## src/rtl/rect_plotter.sv

```systemverilog
// Rectangle fill/border engine for the 160x120 VGA framebuffer.
// Emits one raster-ordered pixel write per clock after a start strobe.
module rect_plotter #(
    parameter int X_W      = 8,
    parameter int Y_W      = 7,
    parameter int COLOUR_W = 3,
    parameter int SCREEN_W = 160,
    parameter int SCREEN_H = 120
) (
    input  logic                clock,
    input  logic                resetn,
    input  logic                start,
    input  logic [X_W-1:0]      x0,
    input  logic [Y_W-1:0]      y0,
    input  logic [X_W-1:0]      width,
    input  logic [Y_W-1:0]      height,
    input  logic [COLOUR_W-1:0] fill_colour,
    input  logic [COLOUR_W-1:0] border_colour,
    input  logic                border_en,
    output logic [X_W-1:0]      x,
    output logic [Y_W-1:0]      y,
    output logic [COLOUR_W-1:0] colour,
    output logic                plot,
    output logic                busy,
    output logic                done
);
    localparam logic [X_W:0] SCR_W = (X_W+1)'(SCREEN_W);
    localparam logic [Y_W:0] SCR_H = (Y_W+1)'(SCREEN_H);

    typedef enum logic [1:0] {IDLE, DRAW, FINISH} state_t;

    typedef struct packed {
        logic [X_W-1:0]      x;
        logic [Y_W-1:0]      y;
        logic [COLOUR_W-1:0] colour;
        logic                plot;
    } pix_t;

    state_t              state;
    logic [X_W-1:0]      cx, sx0, sw;
    logic [Y_W-1:0]      cy, sy0, sh;
    logic [COLOUR_W-1:0] sfill, sbord;
    logic                sben;

    logic [X_W-1:0] nx;
    logic [Y_W-1:0] ny;
    logic           last, emit;
    pix_t           pix;

    // Sums are one bit wider so an off-screen rectangle never wraps onto the screen.
    function automatic pix_t pixel(
        input logic [X_W-1:0]      px0, pw, pcx,
        input logic [Y_W-1:0]      py0, ph, pcy,
        input logic [COLOUR_W-1:0] pfill, pbord,
        input logic                pben
    );
        logic [X_W:0] xs;
        logic [Y_W:0] ys;
        logic         on_edge;
        pix_t         p;
        xs = {1'b0, px0} + {1'b0, pcx};
        ys = {1'b0, py0} + {1'b0, pcy};
        on_edge = (pcx == '0) || (pcx == pw - X_W'(1)) ||
                  (pcy == '0) || (pcy == ph - Y_W'(1));
        p.x      = xs[X_W-1:0];
        p.y      = ys[Y_W-1:0];
        p.colour = (pben && on_edge) ? pbord : pfill;
        p.plot   = (xs < SCR_W) && (ys < SCR_H);
        return p;
    endfunction

    always_comb begin
        nx   = cx + X_W'(1);
        ny   = cy;
        if (cx == sw - X_W'(1)) begin
            nx = '0;
            ny = cy + Y_W'(1);
        end
        last = (cx == sw - X_W'(1)) && (cy == sh - Y_W'(1));
        emit = 1'b0;
        // The first pixel comes straight from the command inputs so it lands in cycle k+1.
        if (state == IDLE) begin
            pix  = pixel(x0, width, '0, y0, height, '0, fill_colour, border_colour, border_en);
            emit = start && (width != '0) && (height != '0);
        end else begin
            pix  = pixel(sx0, sw, nx, sy0, sh, ny, sfill, sbord, sben);
            emit = (state == DRAW) && !last;
        end
    end

    always_ff @(posedge clock or negedge resetn) begin
        if (!resetn) begin
            state  <= IDLE;
            x      <= '0;
            y      <= '0;
            colour <= '0;
            plot   <= 1'b0;
            busy   <= 1'b0;
            done   <= 1'b0;
            cx     <= '0;
            cy     <= '0;
            sx0    <= '0;
            sy0    <= '0;
            sw     <= '0;
            sh     <= '0;
            sfill  <= '0;
            sbord  <= '0;
            sben   <= 1'b0;
        end else begin
            done <= 1'b0;
            plot <= emit && pix.plot;
            if (emit && pix.plot) begin
                x      <= pix.x;
                y      <= pix.y;
                colour <= pix.colour;
            end
            case (state)
                IDLE: if (start) begin
                    sx0   <= x0;
                    sy0   <= y0;
                    sw    <= width;
                    sh    <= height;
                    sfill <= fill_colour;
                    sbord <= border_colour;
                    sben  <= border_en;
                    cx    <= '0;
                    cy    <= '0;
                    if (width == '0 || height == '0) begin
                        state <= FINISH;
                        done  <= 1'b1;
                    end else begin
                        state <= DRAW;
                        busy  <= 1'b1;
                    end
                end
                DRAW: if (last) begin
                    state <= FINISH;
                    busy  <= 1'b0;
                    done  <= 1'b1;
                end else begin
                    cx <= nx;
                    cy <= ny;
                end
                FINISH: state <= IDLE;
                default: state <= IDLE;
            endcase
        end
    end
endmodule

```

## config.mk

```make
export PLATFORM = sky130hd
export DESIGN_NAME = rect_plotter
export DESIGN_NICKNAME = d
export VERILOG_FILES = /design/src/rtl/rect_plotter.sv
export SDC_FILE = /design/constraint.sdc
export NUM_CORES = 1
export LEC_CHECK = 0
export CAP_MARGIN = 0
export CORE_UTILIZATION = 50
export DETAILED_ROUTE_END_ITERATION = 6
export PLACE_DENSITY = 0.79
export SYNTH_ARGS = -nofsm -noshare
export SYNTH_HDL_FRONTEND = slang
export SYNTH_SLANG_ARGS = --single-unit
```

## constraint.sdc

```tcl
create_clock -name clock -period 4.6 [get_ports clock]
set_input_delay 1.38 -clock clock [delete_from_list [all_inputs] [get_ports clock]]
set_output_delay 1.38 -clock clock [all_outputs]
set_load 0.02 [all_outputs]
```

* After elaboration in Yosys (flattened, before gate mapping)
Cells that the tools add are included.
** Storage, ports and cells
- Bits in registers :: 75
- Input bits :: 40
- Output and inout bits :: 21
- Word-level logic and storage cells :: 84
** Operators by class
- $add $sub $neg :: 6
- $lt $le $gt $ge :: 4
- Eq/ne operators :: 9
- Mux-type cells :: 24
- Reductions and logical operators :: 25
** Operators by type and width (number)
- 8-bit 2-to-1 mux :: 3
- 7-bit 2-to-1 mux :: 3
- 19-bit 2-to-1 mux :: 1
- 8-bit == test :: 2
- 8-bit zero test :: 2
- 8-bit one-hot mux with 2 select lines :: 1
- 7-bit == test :: 2
- 7-bit zero test :: 2
- 7-bit one-hot mux with 2 select lines :: 1
- 8-bit by 8-bit adder with 9-bit output :: 1
- 9-bit by 8-bit < comparator with 1-bit output, second input constant :: 1
- 7-bit by 7-bit adder with 8-bit output :: 1
- 8-bit by 1-bit adder with 8-bit output, second input constant :: 1
- 1-bit logical AND :: 8
- 8-bit by 7-bit < comparator with 1-bit output, second input constant :: 1
- 8-bit < comparator, second input constant :: 1
- 2-bit inequality test, second input constant :: 4
- 8-bit nonzero test :: 1
- 8-bit by 1-bit subtractor with 8-bit output, second input constant :: 1
- 7-bit by 1-bit adder with 7-bit output, second input constant :: 1
- 7-bit < comparator, second input constant :: 1
- 1-bit 2-to-1 mux :: 7
- 7-bit nonzero test :: 1
- 7-bit by 1-bit subtractor with 7-bit output, second input constant :: 1
- 12 further kinds :: 20

* Depth between registers and ports, before layout
- Word-level depth :: 11
- Gate-level depth with buffers :: 21
- Depth with buffers taken out :: 19

* Worst setup path after synthesis
Ideal clock, no wire load.
- Path type :: register to register
- From :: register sw[0]
- To :: register colour[0]
- Setup time :: 0.126 ns
- Data arrival time :: 4.583 ns
- Required time :: 4.474 ns
- Path slack :: -0.109 ns
- Cell stages (with the launch flop) :: 20
- Buffers on the path :: 1
- Period minus slack after synthesis :: 4.709 ns
- Cells stage by stage :: dfrtp_1 inv_1 ha_1 nor3b_1 xnor2_1 o2111ai_4 nor3_2 clkbuf_1 xor2_1 ha_1 fa_1 a21o_1 a21oi_1 xnor2_1 or4bb_1 nand3_1 a211oi_2 a31oi_1 nand3_1 a311o_1
** Between the ends
- Cells in the longest elaborated chain, start to end :: 10
- Elaborated cells between the ends (all ways) :: 24
- Those cells by class :: add/sub (3); order compare (2); eq/ne (3); mux (5); reduce/logical (11)
** Ends and longest elaborated chain
- start, declared :: line 40 : logic [X_W-1:0] cx, sx0, sw;
- start signal, assigned :: line 121 : sw <= width;
- 8-bit by 1-bit subtractor with 8-bit output * :: line 63, 75, 79
- branches (longest 9 deep; another with 8-bit by 8-bit adder with 9-bit output)
- end signal, assigned :: line 115 : colour <= pix.colour;
- end, declared :: line 22 : output logic [COLOUR_W-1:0] colour,
Mark *: on every way between the ends.
A chain may end at the register's enable or synchronous reset.

* Final worst setup path
- From :: register sw[1]
- To :: register colour[0]
Same word-level chain as after synthesis.

==> run metrics <==
io pins 61; peak supply drop 455 uV; Final period util 98.4%; first-pass GRT wire length 19.7 mm; vias in the first global route 4103; #FFs+latches synth 75; Die Span X 102 um; CTS Sinks 75; H-tree Lvls 3; # diodes 0; PwrDens 574 nW/um^2; critical path launch point type flop; required time worst endpoint 4.84 ns; Yosys cell types 68; status finished, final reports clean; sum of routed wire length over all layers 12.3 mm; Top FF cell, synth dfrtp_1; crit path buf inv count 3; gr usage total 24.4%; DRC 0; antenna violations before repair 0; r2r setup slk 0.07 ns; hpwl dp 8.78 mm; DP Cell Count 684; Iteration-0 DRC Markers 212; clock-pin slew on the worst setup and hold paths 0.08 ns; Critical Path Sink Type flop; post-route insts no fill 705; fin area 6180 sq um; Worst slew margin 36.0%; sequential element share of the synthesized area 37.6%; Synth Cell Area 4990 sq um; LEAKAGE 0.00274 uW; I/O Buffers 60; number of routed nets with antenna violations 0; worst slew pin tran 0.960 ns; crit path cell chain inv_1, ha_4, nor3b_4, xnor2_2, o2111ai_4, buf_4, nor4_1, xor2_1, buf_4, ha_1, a2111oi_0, o211a_1, nand3_2, a221oi_4, nand2b_1, nand3_1, a311o_1; number of flops mapped to enable cells by yosys 0; number of buffers created by CTS 9; Fin Clk Skew 0.00791 ns; Syn-to-layout area delta 23.9%; vias per inst 5.92; commonest non-fill, non-tap cell in the layout dfrtp_1; crit path DAT 4.76 ns; Filler cells 793; Seq pwr share 28.9%; Worst path max stage delay 0.56 ns; Crit path max-delay family compound AO/OA/AOI/OAI gates; Comb pwr share 57.3%; Reg2Reg Depth 17; Core Box Area 9730 sq um; Place WS -0.184 ns; Worst setup startpoint sw[1]; via count 4175; Die Height 102 um; final net count 629; WL/cell 17.4 um; Worst-Skew Late Latency 0.35 ns; asr flop ratio synth 100%; worst-path fanout max 5; Clk pwr share 13.8%; TritonCTS clock tree done; Final min period 4.53 ns; final hold vios 0; cell mode on critical path buf_4; critical path type reg2reg; Clock Path Buffers 2; FMAX 221 MHz; site row count 36; most frequent cells in the layout dfrtp_1, clkdlybuf4s50_1, mux2_2, nor2_1, a21oi_1; Crit. path cell count 17; switching power total 1490 uW; sw frac 41.9%; Synthesis Warnings 0; final setup violation count 0; Final GP Congestion 0.945; Worst setup endpoint colour[0]; hold crit path type reg2reg; Crit-path slowest cell a2111oi_0; layout cell share with drive strength beyond 1 21.2%; TritonRoute pass-1 iters 5; Placed Area 5820 sq um; Reg-to-Reg Start sw[1]; total die area 10400 sq um; Internal 2060 uW; RR Endpoint colour[0]; Initial Utilization 51.3%; largest net degree at the start of global routing 76; CTS root buffer clkbuf_8; Max-Cap Viols 0; synthesized instance count 495; syn avg cell area 10.1 sq um; setup slack after layout 0.0739 ns; Pins Over Slew Limit 0; gr ovfl total 0; Mapped Nets 556
## flip-flops by register name (all words and copies together) (netlist names)
register / count
state: 2
sx0: 8
done: 1
sfill: 3
sben: 1
cy: 7
sh: 7
cx: 8
sbord: 3
sy0: 7
colour: 3
y: 7
busy: 1
plot: 1
sw: 8
x: 8
## logic make-up (layout without fill, tap and decap cells)
kind of cell             Yosys count  count (layout)  share of synthesized area, %
multiplexers                      53              53                          11.8
AO/OA/AOI/OAI                    106             106                          15.3
adder cells (fa/ha/maj)           21              21                          5.57
XOR/XNOR                          50              50                          9.68
buffers and inverters             44             121                          3.59
AND/OR/NAND/NOR                  146             146                          16.5
flip-flops                        75              75                          37.6
## layout make-up
class                   count  area (sq um)  area share (%)
clock buffers              12           135            2.19
clock inverters             3          40.0           0.648
inverters                  19          71.3            1.15
multi-input cells         376          3080            49.9
flip-flops and latches     75          1880            30.4
well taps                 133           166            2.69
repair buffers             87           806            13.0
## stage by stage
stage          hold slack [ns]  total power (uW)  util [%]  TNS, ns
2_1_floorplan            0.461              2310         -        0
3_3_place_gp             0.499              2840      59.9        0
3_5_place_dp             0.496              2920      59.9   -0.475
4_1_cts                  0.524              3440      62.1        0
5_1_grt                  0.546              3790      63.5   -0.164
6_report                 0.520              3550      63.5        0
## cell usage after synthesis, drive strengths merged, types with 3 or more instances
library cell / count / share of area (%)
and3: 11 / 1.4
o22ai: 3 / 0.50
xor2: 20 / 3.5
nand3: 21 / 2.2
and2: 5 / 0.63
or3: 3 / 0.40
a21oi: 32 / 3.2
nand3b: 3 / 0.45
a21o: 4 / 0.60
nor3b: 5 / 0.98
a41o: 3 / 0.83
clkbuf: 14 / 1.1
xnor2: 27 / 4.7
o31ai: 11 / 1.7
ha: 19 / 4.8
nand4: 4 / 0.50
nor3: 12 / 1.5
mux2i: 10 / 2.0
a31oi: 8 / 1.0
nor4: 9 / 1.7
o21a: 3 / 0.45
inv: 19 / 1.4
dfrtp: 75 / 38
buf: 11 / 1.1
o211ai: 3 / 0.45
nand2b: 6 / 0.75
mux2: 43 / 9.8
o21bai: 4 / 0.60
a211oi: 7 / 1.3
o21ai: 11 / 1.1
nor2: 39 / 2.9
nand2: 19 / 1.4
## timing repair
item,4_1_cts,5_1_grt
pin swaps,1,7
gates cloned,0,1
resized for setup,8,21
hold buffers,0,0
endpoints found under the hold margin,0,0
setup endpoints to repair,6,18
setup buffers,0,5
## routing by layer
| layer | track usage [%] | vias up | share of wire (%) |
|---|---|---|---|
| met5 | 0 | - | 0 |
| met4 | 8.46 | 0 | 1.7 |
| met3 | 2.94 | 22 | 5.1 |
| met2 | 41.1 | 148 | 49 |
| met1 | 32.8 | 2042 | 44 |
| li1 | - | 1963 | - |
## worst min path at each step
stage / startpoint / end / slack, ns / cells after the start
final: x[7] / x[7] / 0.52 / 1
after global routing: sx0[2] / sx0[2] / 0.55 / 1
after CTS: sx0[0] / sx0[0] / 0.52 / 1
after detailed placement: x[7] / x[7] / 0.50 / 1
after global placement: sy0[4] / sy0[4] / 0.50 / 1
after floorplan: state[1] / state[1] / 0.46 / 1
## power by group through the flow
| stage | registers (uW) | clock network (uW) | logic (uW) |
|---|---|---|---|
| 6_report | 1030 | 488 | 2030 |
| 3_5_place_dp | 1030 | 0 | 1890 |
| 2_1_floorplan | 1050 | 0 | 1260 |
| 4_1_cts | 1020 | 497 | 1930 |
| 3_3_place_gp | 1020 | 0 | 1820 |
| 5_1_grt | 1050 | 521 | 2220 |
(Power assumes the default switching activity.)
